**config.mk**
```make
export PLATFORM = sky130hd
export DESIGN_NAME = load_extend_pipe_flat
export DESIGN_NICKNAME = d
export VERILOG_FILES = /design/src/rtl/load_extend_pipe_if.sv /design/src/rtl/load_extend_pipe.sv /design/src/flat_wrapper.sv
export SDC_FILE = /design/constraint.sdc
export NUM_CORES = 1
export LEC_CHECK = 0
export ABC_AREA = 1
export CORE_MARGIN = 3
export CORE_UTILIZATION = 36
export CTS_CLUSTER_DIAMETER = 80
export DETAILED_ROUTE_END_ITERATION = 12
export PLACE_DENSITY_LB_ADDON = 0.25
export RECOVER_POWER = 100
export SETUP_SLACK_MARGIN = 0.1
export SYNTH_ARGS = -nofsm -noshare
export SYNTH_HDL_FRONTEND = slang
export SYNTH_SLANG_ARGS = --single-unit
```
**constraint.sdc**
```tcl
create_clock -name Clk -period 2 [get_ports Clk]
set_input_delay 0.5 -clock Clk [delete_from_list [all_inputs] [get_ports Clk]]
set_output_delay 0.5 -clock Clk [all_outputs]
set_load 0.01 [all_outputs]
```
**src/rtl/load_extend_pipe_if.sv**
```systemverilog
// +----------------------------------------------------------------------------+
// | load_extend_pipe_if                                                        |
// | Request/result handshake bundle for load_extend_pipe.                      |
// | Revision: 1.0                                                              |
// +----------------------------------------------------------------------------+
`default_nettype none

interface load_extend_pipe_if #(
  parameter int DATA_W = 32
);
  localparam int OFF_W = $clog2(DATA_W/8);

  logic              InValid;
  logic              InReady;
  logic [DATA_W-1:0] X;
  logic [OFF_W-1:0]  Offset;
  logic [1:0]        Size;
  logic              Signed;
  logic              OutValid;
  logic              OutReady;
  logic [DATA_W-1:0] Y;
  logic              Misalign;

  modport master (
    output InValid, X, Offset, Size, Signed, OutReady,
    input  InReady, OutValid, Y, Misalign
  );

  modport slave (
    input  InValid, X, Offset, Size, Signed, OutReady,
    output InReady, OutValid, Y, Misalign
  );
endinterface

`default_nettype wire

```
**src/rtl/load_extend_pipe.sv**
```systemverilog
// +----------------------------------------------------------------------------+
// | load_extend_pipe                                                           |
// | Registered byte/half/word/double field extract and sign/zero extend with   |
// | a 2-entry skid buffer. Optional macro: LEXT_MISALIGN_CHECK_EN.             |
// | Revision: 1.0                                                              |
// +----------------------------------------------------------------------------+
`default_nettype none

module load_extend_pipe #(
  parameter  int DATA_W = 32,
  localparam int OFF_W  = $clog2(DATA_W/8)
) (
  input  wire logic         Clk,
  input  wire logic         Rst_n,
  load_extend_pipe_if.slave bus
);

  typedef enum logic [1:0] {
    EMPTY = 2'd0,
    ONE   = 2'd1,
    FULL  = 2'd2
  } state_t;

  state_t            r_state;
  logic              r_out_valid;
  logic [DATA_W-1:0] r_main_y;
  logic              r_main_mis;
  logic [DATA_W-1:0] r_skid_y;
  logic              r_skid_mis;

  logic              w_in_xfer;
  logic              w_out_xfer;
  logic [1:0]        w_size_eff;
  logic [OFF_W-1:0]  w_low_mask;
  logic [OFF_W-1:0]  w_off;
  logic              w_mis;
  logic [DATA_W-1:0] w_sh;
  logic [DATA_W-1:0] w_word_ext;
  logic [DATA_W-1:0] w_ext;
  logic [DATA_W-1:0] w_y;

  // A narrow datapath has no doubleword, so it falls back to a word access.
  always_comb begin
    w_size_eff = bus.Size;
    if (DATA_W == 32 && bus.Size == 2'b11) begin
      w_size_eff = 2'b10;
    end
  end

  assign w_low_mask = OFF_W'((4'd1 << w_size_eff) - 4'd1);

`ifdef LEXT_MISALIGN_CHECK_EN
  assign w_off = bus.Offset;
  assign w_mis = |(bus.Offset & w_low_mask);
`else
  assign w_off = bus.Offset & ~w_low_mask;
  assign w_mis = 1'b0;
`endif

  assign w_sh = bus.X >> {w_off, 3'b000};

  generate
    if (DATA_W > 32) begin : g_wide
      assign w_word_ext = {{(DATA_W-32){bus.Signed & w_sh[31]}}, w_sh[31:0]};
    end else begin : g_narrow
      assign w_word_ext = w_sh;
    end
  endgenerate

  always_comb begin
    w_ext = w_sh;
    case (w_size_eff)
      2'b00:   w_ext = {{(DATA_W-8){bus.Signed & w_sh[7]}}, w_sh[7:0]};
      2'b01:   w_ext = {{(DATA_W-16){bus.Signed & w_sh[15]}}, w_sh[15:0]};
      2'b10:   w_ext = w_word_ext;
      default: w_ext = w_sh;
    endcase
  end

  assign w_y = w_mis ? '0 : w_ext;

  assign w_in_xfer  = bus.InValid & bus.InReady;
  assign w_out_xfer = r_out_valid & bus.OutReady;

  always_ff @(posedge Clk or negedge Rst_n) begin
    if (!Rst_n) begin
      r_state     <= EMPTY;
      r_out_valid <= 1'b0;
      r_main_y    <= '0;
      r_main_mis  <= 1'b0;
      r_skid_y    <= '0;
      r_skid_mis  <= 1'b0;
    end else begin
      case (r_state)
        EMPTY: begin
          if (w_in_xfer) begin
            r_main_y    <= w_y;
            r_main_mis  <= w_mis;
            r_out_valid <= 1'b1;
            r_state     <= ONE;
          end
        end
        ONE: begin
          if (w_in_xfer && !w_out_xfer) begin
            r_skid_y   <= w_y;
            r_skid_mis <= w_mis;
            r_state    <= FULL;
          end else if (w_in_xfer && w_out_xfer) begin
            r_main_y   <= w_y;
            r_main_mis <= w_mis;
          end else if (w_out_xfer) begin
            r_out_valid <= 1'b0;
            r_state     <= EMPTY;
          end
        end
        FULL: begin
          if (w_out_xfer) begin
            r_main_y   <= r_skid_y;
            r_main_mis <= r_skid_mis;
            r_state    <= ONE;
          end
        end
        default: begin
          r_out_valid <= 1'b0;
          r_state     <= EMPTY;
        end
      endcase
    end
  end

  assign bus.InReady  = Rst_n & (r_state != FULL);
  assign bus.OutValid = r_out_valid;
  assign bus.Y        = r_main_y;
  assign bus.Misalign = r_main_mis;

endmodule

`default_nettype wire
```
**src/flat_wrapper.sv**
```systemverilog
// flat-port wrapper written by rule: the top's interface ports become plain ports
module load_extend_pipe_flat 
#(
  parameter  int DATA_W = 32,
  localparam int OFF_W  = $clog2(DATA_W/8)
)
  (Clk, Rst_n, bus_InValid, bus_X, bus_Offset, bus_Size, bus_Signed, bus_OutReady, bus_InReady, bus_OutValid, bus_Y, bus_Misalign);
  load_extend_pipe_if #(.DATA_W(DATA_W)) bus_i ();
  input  wire logic Clk;
  input  wire logic Rst_n;
  input wire logic [$bits(bus_i.InValid)-1:0] bus_InValid;
  input wire logic [$bits(bus_i.X)-1:0] bus_X;
  input wire logic [$bits(bus_i.Offset)-1:0] bus_Offset;
  input wire logic [$bits(bus_i.Size)-1:0] bus_Size;
  input wire logic [$bits(bus_i.Signed)-1:0] bus_Signed;
  input wire logic [$bits(bus_i.OutReady)-1:0] bus_OutReady;
  output wire logic [$bits(bus_i.InReady)-1:0] bus_InReady;
  output wire logic [$bits(bus_i.OutValid)-1:0] bus_OutValid;
  output wire logic [$bits(bus_i.Y)-1:0] bus_Y;
  output wire logic [$bits(bus_i.Misalign)-1:0] bus_Misalign;
  assign bus_i.InValid = bus_InValid;
  assign bus_i.X = bus_X;
  assign bus_i.Offset = bus_Offset;
  assign bus_i.Size = bus_Size;
  assign bus_i.Signed = bus_Signed;
  assign bus_i.OutReady = bus_OutReady;
  assign bus_InReady = bus_i.InReady;
  assign bus_OutValid = bus_i.OutValid;
  assign bus_Y = bus_i.Y;
  assign bus_Misalign = bus_i.Misalign;
  load_extend_pipe #(.DATA_W(DATA_W)) u_core (.Clk(Clk), .Rst_n(Rst_n), .bus(bus_i));
endmodule
```
# Word-level counts from Yosys, hierarchy flattened
# Cells that the tools add are included.
# totals
wordCells,61
ff_bits,68
inputBits,41
# op_classes
bitwise,8
mux,22
n_shift,2
n_eq_ne,13
reduce_logical,10
addsub,1
# ops
cell,count
two-way mux 32 bit,4
case mux 32 bit (3 select lines),1
case mux 32 bit (2 select lines),1
>> shifter 32 x 5 -> 32 bit,1
two-way mux 2 bit,6
AND reduction 5 bit,2
inequality test 2 x 1 -> 1 bit (second input constant),4
two-way mux 1 bit,7
inequality test 2 bit (second input constant),3
case mux 1 bit (3 select lines),2
case mux 2 bit (3 select lines),1
bitwise AND 1 bit,5
equality test 2 x 1 -> 1 bit (second input constant),2
equality test 2 bit (second input constant),2
zero test 2 bit,2
AND reduction 4 bit,1
inequality test 3 x 1 -> 1 bit (second input constant),1
inequality test 3 x 2 -> 1 bit (second input constant),1
nonzero test 3 bit,1
bitwise AND 2 bit,1
logical AND 1 bit,2
inverter 2 bit,1
AND reduction 2 bit,1
<< shifter 1 x 2 -> 2 bit (first input constant),1
3 further kinds,3

# Depth between registers and ports, before layout
# Gate-level depths: netlist of run 1.
# depth
ltp_word,12
mapped_depth,13

# Worst setup path after synthesis of run 1
# OpenSTA, ideal clock, no wires.
# synth_timing
path_kind,in2reg
start,input port bus_Size[1]
end,"register u_core.r_main_y[30], in the netlist u_core.bus.Y[30]"
n_path_buf,2
setup_time_ns,0.117
t_arrival_ns,1.913
path_stages,13
path_slack_ns,-0.029
path_cell_list,nor2_4 > inv_1 > ha_1 > nand2_1 > inv_2 > nand3_1 > nand2_1 > nand2_1 > buf_6 > buf_6 > nand4_1 > nand2_1 > nand2_1
# synth_via
elab_chain_cells,12
# synth_rtl
item,line,source
from (decl),flat_wrapper.sv:14,input wire logic [$bits(bus_i.Size)-1:0] bus_Size;
equality test 2 bit,load_extend_pipe.sv:45,if (DATA_W == 32 && bus.Size == 2'b11) begin
two-way mux 2 bit *,load_extend_pipe.sv:45,
<< shifter 1 x 2 -> 2 bit,load_extend_pipe.sv:50,assign w_low_mask = OFF_W'((4'd1 << w_size_eff) - 4'd1);
subtractor 2 x 1 -> 2 bit,load_extend_pipe.sv:50,
inverter 2 bit,load_extend_pipe.sv:56,assign w_off = bus.Offset & ~w_low_mask;
bitwise AND 2 bit,load_extend_pipe.sv:56,
>> shifter 32 x 5 -> 32 bit,load_extend_pipe.sv:60,"assign w_sh = bus.X >> {w_off, 3'b000};"
"bitwise AND 1 bit, on equally long branches","load_extend_pipe.sv:74, load_extend_pipe.sv:73",
case mux 32 bit (2 select lines) *,load_extend_pipe.sv:72,case (w_size_eff)
two-way mux 32 bit,load_extend_pipe.sv:108,end else if (w_in_xfer && w_out_xfer) begin
two-way mux 32 bit,load_extend_pipe.sv:104,if (w_in_xfer && !w_out_xfer) begin
case mux 32 bit (3 select lines) *,load_extend_pipe.sv:94,case (r_state)
to (signal assigned),load_extend_pipe.sv:97,r_main_y <= w_y;
to (signal assigned),load_extend_pipe.sv:109,r_main_y <= w_y;
to (signal assigned),load_extend_pipe.sv:118,r_main_y <= r_skid_y;
to (decl),load_extend_pipe.sv:26,logic [DATA_W-1:0] r_main_y;
# Mark *: on every way between the ends. The rest lies on a longest branch, timed or not. The select of a mux whose other input is x is not followed.
# A chain may end at the register's enable or synchronous reset.

# Final worst setup path of run 1
# layout_timing
start,input port bus_Size[1]
end,register u_core.r_skid_y[31]
# layout_via
elab_chain_cells,9
# layout_rtl
item,line,source
equality test 2 bit,load_extend_pipe.sv:45,
two-way mux 2 bit *,load_extend_pipe.sv:45,
<< shifter 1 x 2 -> 2 bit,load_extend_pipe.sv:50,
subtractor 2 x 1 -> 2 bit,load_extend_pipe.sv:50,
inverter 2 bit,load_extend_pipe.sv:56,
bitwise AND 2 bit,load_extend_pipe.sv:56,
>> shifter 32 x 5 -> 32 bit,load_extend_pipe.sv:60,
"bitwise AND 1 bit, on equally long branches","load_extend_pipe.sv:74, load_extend_pipe.sv:73",
case mux 32 bit (2 select lines) *,load_extend_pipe.sv:72,
to (signal assigned),load_extend_pipe.sv:105,r_skid_y <= w_y;
to (decl),load_extend_pipe.sv:28,logic [DATA_W-1:0] r_skid_y;
# Mark *: on every way between the ends. The rest lies on a longest branch, timed or not.

==> impl_metrics.py, run 1 <==
metrics = {
    "status": {
        "run_status": "completed",
    },
    "floorplan": {
        "die_width_um": 110,
        "std_cell_rows": 37,
        "floorplan.io_pins": 76,
        "die_area_um2": 12100,
        "start_util_pct": 37.3,
        "die_h_um": 110,
        "core_area_um2": 10400,
    },
    "routing": {
        "dr.first_iter.drc_count": 391,
        "drc": 0,
        "average_routed_wire_per_standard_cell_um": 14.4,
        "firstDrtPassIters": 5,
        "num_vias": 3931,
        "avgViaCountPerCell": 5.13,
        "postRouteWirelength_um": 11000,
        "antenna_left": 0,
    },
    "clock_tree": {
        "clkSlewWorstSetupHoldPaths_ps": 70,
        "clock_tree.htree_level_count": 3,
        "clk_path_buf_depth": 2,
        "cts-root-buf": "clkbuf_8",
        "numCtsBuffers": 9,
        "tritoncts_clock_tree": "built",
        "clock_sink_count": 67,
        "worst_skew_pair.late_latency_ps": 350,
    },
    "critical_path": {
        "crit_fanout": 8,
        "setup.worst_path.class": "input port to register",
        "setup.worst_path.end_class": "register",
        "critical_path.startpoint_type": "input port",
        "critPathArrivalTime_ps": 2140,
        "cp-startpoint": "bus_Size[1]",
        "critical_path.reg2reg.startpoint": "u_core.r_state[0]",
        "critical_path_required_ps": 2260,
    },
    "global_routing": {
        "first_pass_grt_wire_length_um": 18000,
        "groute.usage.overall_pct": 19.2,
        "grt_remaining_overflow": 0,
        "grt_pass1_vias": 3656,
        "grt_antenna_before_repair": 0,
        "grt_max_degree": 68,
    },
    "synth": {
        "synth.ff_latch_count": 67,
        "synth.top_cell.area_share_pct": 43.1,
        "synthesis.nets": 584,
        "yosys.area.top_type": "dfrtp_1",
        "yosys_warnings": 0,
        "synth_cell_type_count": 28,
        "syn_area_per_cell_um2": 7.18,
        "syn_inst": 542,
        "post_synth_instance_area_um2": 3890,
        "netlist_top_cells_area": "dfrtp_1 43%, nand2_1 16%, o21ai_0 6.6%",
        "seq_area_frac_synth_pct": 43.1,
    },
    "power_and_ir_drop": {
        "cellLeakagePower_nw": 2.76,
        "power_per_cell_area_nw_per_um2": 1210,
        "irDropWorstVdd_mv": 0.616,
        "power.total_mw": 6.42,
    },
    "finish": {
        "n_antenna_cell": 0,
        "postLayoutCoreUtil_pct": 50.9,
        "areaGrowthSynthToFinish_pct": 36.4,
        "layout.cells.most_common_list": "164 x nand2_1, 67 x dfrtp_1, 58 x inv_1, 47 x o21ai_0, 40 x nand3_1",
        "mostFrequentLayoutCell": "nand2_1",
        "layout-drive-gt1-share_pct": 11.3,
        "layout.nets": 669,
        "fillCellCount": 1044,
    },
    "job": {
        "cap_violations": 0,
    },
    "timing": {
        "report.final.setup_viol": 0,
        "slew_violations": 0,
        "post-route-period-util_pct": 93.8,
        "timing.slew.headroom_pct": 0.203,
        "layout_min_cycle_time_ps": 1880,
        "clock-skew-final_ps": 8.75,
        "hold_violations": 0,
        "timing_worst_slew_pin_value_ps": 1500,
        "fin_tns_setup_ps": 0,
        "grt_setup_unrepaired": "yes",
        "maxClockFrequency_ghz": 0.533,
    },
    "placement": {
        "post-dp-hpwl_um": 7310,
        "placement.io_buffers": 74,
        "gp_routability_congestion": 0.893,
    },
    "hold_path": {
        "min_from": "u_core.bus.Y[27]",
        "hp-class": "register to register",
    },
}
-- area by class of cell --
type / instances / area, um^2 / share of cell area [%]
Clock buffer: 12 / 155 / 2.92
Clock inverter: 2 / 60.1 / 1.13
Tap cell: 136 / 170 / 3.21
Sequential cell: 67 / 1680 / 31.6
Multi-Input combinational cell: 375 / 1820 / 34.2
Timing Repair Buffer: 112 / 1190 / 22.4
Inverter: 62 / 238 / 4.48
-- per-stage QoR --
| step | cells | area (um^2) | setup slack (ps) | hold slack (ps) |
|---|---|---|---|---|
| after floorplan | 542 | 3910 | 126 | 204 |
| after global placement | 747 | 4950 | -456 | 464 |
| after detailed placement | 747 | 4950 | -480 | 464 |
| after CTS | 762 | 5220 | 98.8 | 386 |
| after global routing | 766 | 5310 | 45.6 | 497 |
| final | 766 | 5310 | 123 | 473 |
-- worst max-delay path, stage by stage --
cell and delay (ps):
clkdlybuf4s15_1 220, nor2_4 130, inv_1 80, ha_4 280, nand2_4 70, inv_6 90
nand3_1 100, nand2_2 150, nand2_8 110, clkbuf_16 190, nand3_1 60, nand2_1 60
o21ai_0 90
-- path summary, 6_finish.rpt --
| path | slack (ps) | endpoint | cells after the start |
|---|---|---|---|
| worst max-delay path | 120 | u_core.r_skid_y[31] | 13 |
| worst max register to register | 270 | u_core.bus.Y[20] | 9 |
| max in group asynchronous | 470 | u_core.bus.Y[4] | 2 |
| min in group asynchronous | 600 | u_core.r_state[0] | 2 |
| worst min register to register | 470 | u_core.bus.Y[27] | 2 |
| worst min-delay path | 470 | u_core.bus.Y[27] | 2 |
-- synthesized netlist by cell type --
| master | n |
|---|---|
| nand2_1 | 167 |
| dfrtp_1 | 67 |
| inv_1 | 58 |
| o21ai_0 | 51 |
| nand3_1 | 40 |
| a21oi_1 | 33 |
| nor2_1 | 28 |
| nand4_1 | 16 |
| buf_2 | 14 |
| o211ai_1 | 14 |
| clkbuf_1 | 9 |
| a31oi_1 | 8 |
| buf_6 | 7 |
| buf_4 | 5 |
| inv_2 | 4 |
| nor2_4 | 4 |
| buf_1 | 3 |
| nand2_2 | 2 |
| nor3_1 | 2 |
| o21ai_1 | 2 |
| a221oi_1 | 1 |
| conb_1 | 1 |
| ha_1 | 1 |
| nand3_2 | 1 |
| nand3b_1 | 1 |
| nor2_2 | 1 |
| o21ai_2 | 1 |
| o22ai_1 | 1 |
-- per-layer routing --
layer / global-route usage [%] / vias to the layer above / share of wire, %
met5: 0 / - / 0
met4: 5.70 / 0 / 1.5
met3: 3.88 / 18 / 7.4
met2: 30.0 / 168 / 47
met1: 26.9 / 1813 / 44
li1: - / 1932 / -
-- repair_timing --
item / 4_1_cts / 5_1_grt
gates resized for setup: 7 / 20
hold buffers: 0 / 0
hold endpoints to repair: 0 / 0
pin swaps: 0 / 3
endpoints found under the setup margin: 61 / 51
buffers inserted: 0 / 2
gates cloned: 1 / 2
-- cells by family after synthesis --
logic type,count (synthesis),synth area share [%]
fa+ha+maj,1,0.322
compound gates,111,15.7
other cells,1,0.0964
simple gates,262,28.9
buf+inv,100,11.9
flops,67,43.1
-- state kept, by name, summed over array words and instances, names as in the netlist --
signal	flops
u_core.bus.Y	32
u_core.r_skid_y	32
u_core.r_state	2
u_core.bus.OutValid	1
-- where the power goes --
group / switching, mW / total, mW / internal, mW
registers: 0.282 / 2.26 / 1.98
logic: 1.62 / 2.88 / 1.26
clock network: 0.523 / 1.28 / 0.758
total: 2.43 / 6.42 / 4.00
Note: power is estimated with default switching activity, not from simulation.
==> run 2: changes to the inputs <==
--- a/config.mk
+++ b/config.mk
@@ -8,7 +8,7 @@
 export ABC_AREA = 1
 export CORE_MARGIN = 3
 export CORE_UTILIZATION = 36
-export CTS_CLUSTER_DIAMETER = 80
+export CTS_CLUSTER_DIAMETER = 40
 export DETAILED_ROUTE_END_ITERATION = 12
 export PLACE_DENSITY_LB_ADDON = 0.25
 export RECOVER_POWER = 100
==> constraint.sdc (replaced) <==
create_clock -name Clk -period 2 [get_ports Clk]
set_input_delay 0.5 -clock Clk [delete_from_list [all_inputs] [get_ports Clk]]
set_output_delay 0.5 -clock Clk [all_outputs]
set_load 0.1 [all_outputs]
==> run 2 against run 1 <==
Against the previous run: the flow now finishes with violations (max-capacitance violations, max-slew violations); fmax rose by 0.97%; die area did not move; clock-buffer cell count fell by 1; critical path depth fell by 3; clock skew fell by 2.9 ps; worst setup slack improved by 18 ps; flip-flop and latch count did not move; largest power group unchanged.
==> impl_metrics.py, run 2 (same netlist as run 1, synthesis figures left out) <==
metrics = {
    "hold_path": {
        "hp-class": "register to register",
        "min_from": "u_core.bus.Y[30]",
    },
    "timing": {
        "hold_violations": 0,
        "slew_violations": 68,
        "clock-skew-final_ps": 5.86,
        "maxClockFrequency_ghz": 0.538,
        "grt_setup_unrepaired": "yes",
        "timing.slew.headroom_pct": -1.60,
        "timing_worst_slew_pin_value_ps": 1520,
        "post-route-period-util_pct": 92.9,
        "report.final.setup_viol": 0,
        "layout_min_cycle_time_ps": 1860,
    },
    "clock_tree": {
        "worst_skew_pair.late_latency_ps": 340,
        "tritoncts_clock_tree": "built",
        "clock_tree.htree_level_count": 3,
        "numCtsBuffers": 9,
        "clkSlewWorstSetupHoldPaths_ps": 80,
        "clk_path_buf_depth": 2,
        "clock_sink_count": 67,
        "cts-root-buf": "clkbuf_8",
    },
    "finish": {
        "n_antenna_cell": 0,
        "fillCellCount": 1057,
        "layout.cells.most_common_list": "164 x nand2_1, 67 x dfrtp_1, 57 x inv_1, 46 x o21ai_0, 39 x nand3_1",
        "layout.nets": 674,
        "multi_input_comb_area_um2": 1780,
        "post-route-cell-area_um2": 5040,
        "postLayoutCoreUtil_pct": 48.4,
        "areaGrowthSynthToFinish_pct": 29.5,
        "layout.area.seq_um2": 1680,
        "layout.cells.non_filler": 773,
        "mostFrequentLayoutCell": "nand2_1",
        "layout-drive-gt1-share_pct": 17.6,
    },
    "floorplan": {
        "std_cell_rows": 37,
        "start_util_pct": 37.3,
        "die_area_um2": 12100,
        "floorplan.io_pins": 76,
        "core_area_um2": 10400,
        "die_width_um": 110,
        "die_h_um": 110,
    },
    "power_and_ir_drop": {
        "cellLeakagePower_nw": 2.72,
        "power.total_mw": 8.02,
        "power_per_cell_area_nw_per_um2": 1590,
        "irDropWorstVdd_mv": 1.12,
    },
    "critical_path": {
        "cp-startpoint": "bus_Offset[0]",
        "critical_path.reg2reg.startpoint": "u_core.r_state[0]",
        "critical_path.startpoint_type": "input port",
        "setup.worst_path.end_class": "register",
        "crit_fanout": 11,
        "setup.reg_to_reg.worst_slack_ps": 250,
        "critPathArrivalTime_ps": 2090,
        "critical_path_required_ps": 2240,
        "setup.worst_path.class": "input port to register",
    },
    "placement": {
        "dp_cells": 747,
        "post-dp-hpwl_um": 7330,
        "placement.io_buffers": 74,
        "gp_routability_congestion": 0.938,
        "detailed_place.area_um2": 5240,
    },
    "routing": {
        "firstDrtPassIters": 5,
        "postRouteWirelength_um": 10800,
        "avgViaCountPerCell": 5.06,
        "num_vias": 3914,
        "antenna_left": 0,
        "drc": 0,
        "dr.first_iter.drc_count": 283,
        "average_routed_wire_per_standard_cell_um": 13.9,
    },
    "global_routing": {
        "grt_max_degree": 68,
        "grt_antenna_before_repair": 0,
        "first_pass_grt_wire_length_um": 18100,
        "grt_remaining_overflow": 0,
        "groute.usage.overall_pct": 19.0,
        "grt_pass1_vias": 3751,
    },
    "job": {
        "cap_violations": 1,
    },
    "status": {
        "run_status": "complete, but fails checks",
        "violations": "max-capacitance violations, max-slew violations",
    },
}
[run 2: final cells by class]
cell class / count / area share [%]
Clock buffer: 11 / 2.81
Clock inverter: 5 / 1.04
Inverter: 62 / 4.72
Multi-Input combinational cell: 375 / 35.3
Sequential cell: 67 / 33.3
Tap cell: 136 / 3.38
Timing Repair Buffer: 116 / 19.3
Timing Repair inverter: 1 / 0.0994
[run 2: layer usage]
metal  vias to the layer above  global-route usage, %  routed length, um
met3                        10                   3.52                615
met1                      1845                   26.6               5040
met5                         -                      0                  0
met2                       121                   30.5               5010
met4                         0                   4.27                114
li1                       1938                      -                  -
[run 2: path summary, 6_finish.rpt]
check	end	cells past startpoint
max in group asynchronous	u_core.bus.Y[22]	2
worst max register to register	u_core.bus.Y[20]	9
worst min-delay path	u_core.bus.Y[30]	2
worst min register to register	u_core.bus.Y[30]	2
min in group asynchronous	u_core.bus.OutValid	2
worst max-delay path	u_core.bus.Y[8]	10
[run 2: worst max-delay path: stages]
cell             delay (ps)
clkdlybuf4s50_1         490
nand2_2                 150
clkbuf_1                170
nand2_1                  70
o21ai_0                  70
o21ai_0                 270
buf_4                   170
nand3_1                  60
nand2_1                 100
nand2_1                  50
[run 2: stage by stage]
| stage | setup TNS, ps | hold slack, ps | setup WS [ps] |
|---|---|---|---|
| 3_5_place_dp | -27780 | 512 | -525 |
| 4_1_cts | 0 | 405 | 121 |
| 2_1_floorplan | 0 | 204 | 119 |
| 5_1_grt | 0 | 508 | 47.5 |
| 3_3_place_gp | -24090 | 504 | -471 |
| 6_report | 0 | 482 | 141 |
[run 2: power by group]
part	internal, mW	switching (mW)
Sequential	1.98	0.289
Clock	0.604	0.537
Combinational	0.980	3.64
[run 2: what timing repair did]
| action | in CTS | in global routing |
|---|---|---|
| endpoints found under the hold margin | 0 | 0 |
| cloned | 2 | 1 |
| resized for setup | 8 | 20 |
| pin swaps | 2 | 4 |
| hold buffers | 0 | 0 |
| setup endpoints to repair | 62 | 47 |
| setup buffers | 3 | 4 |
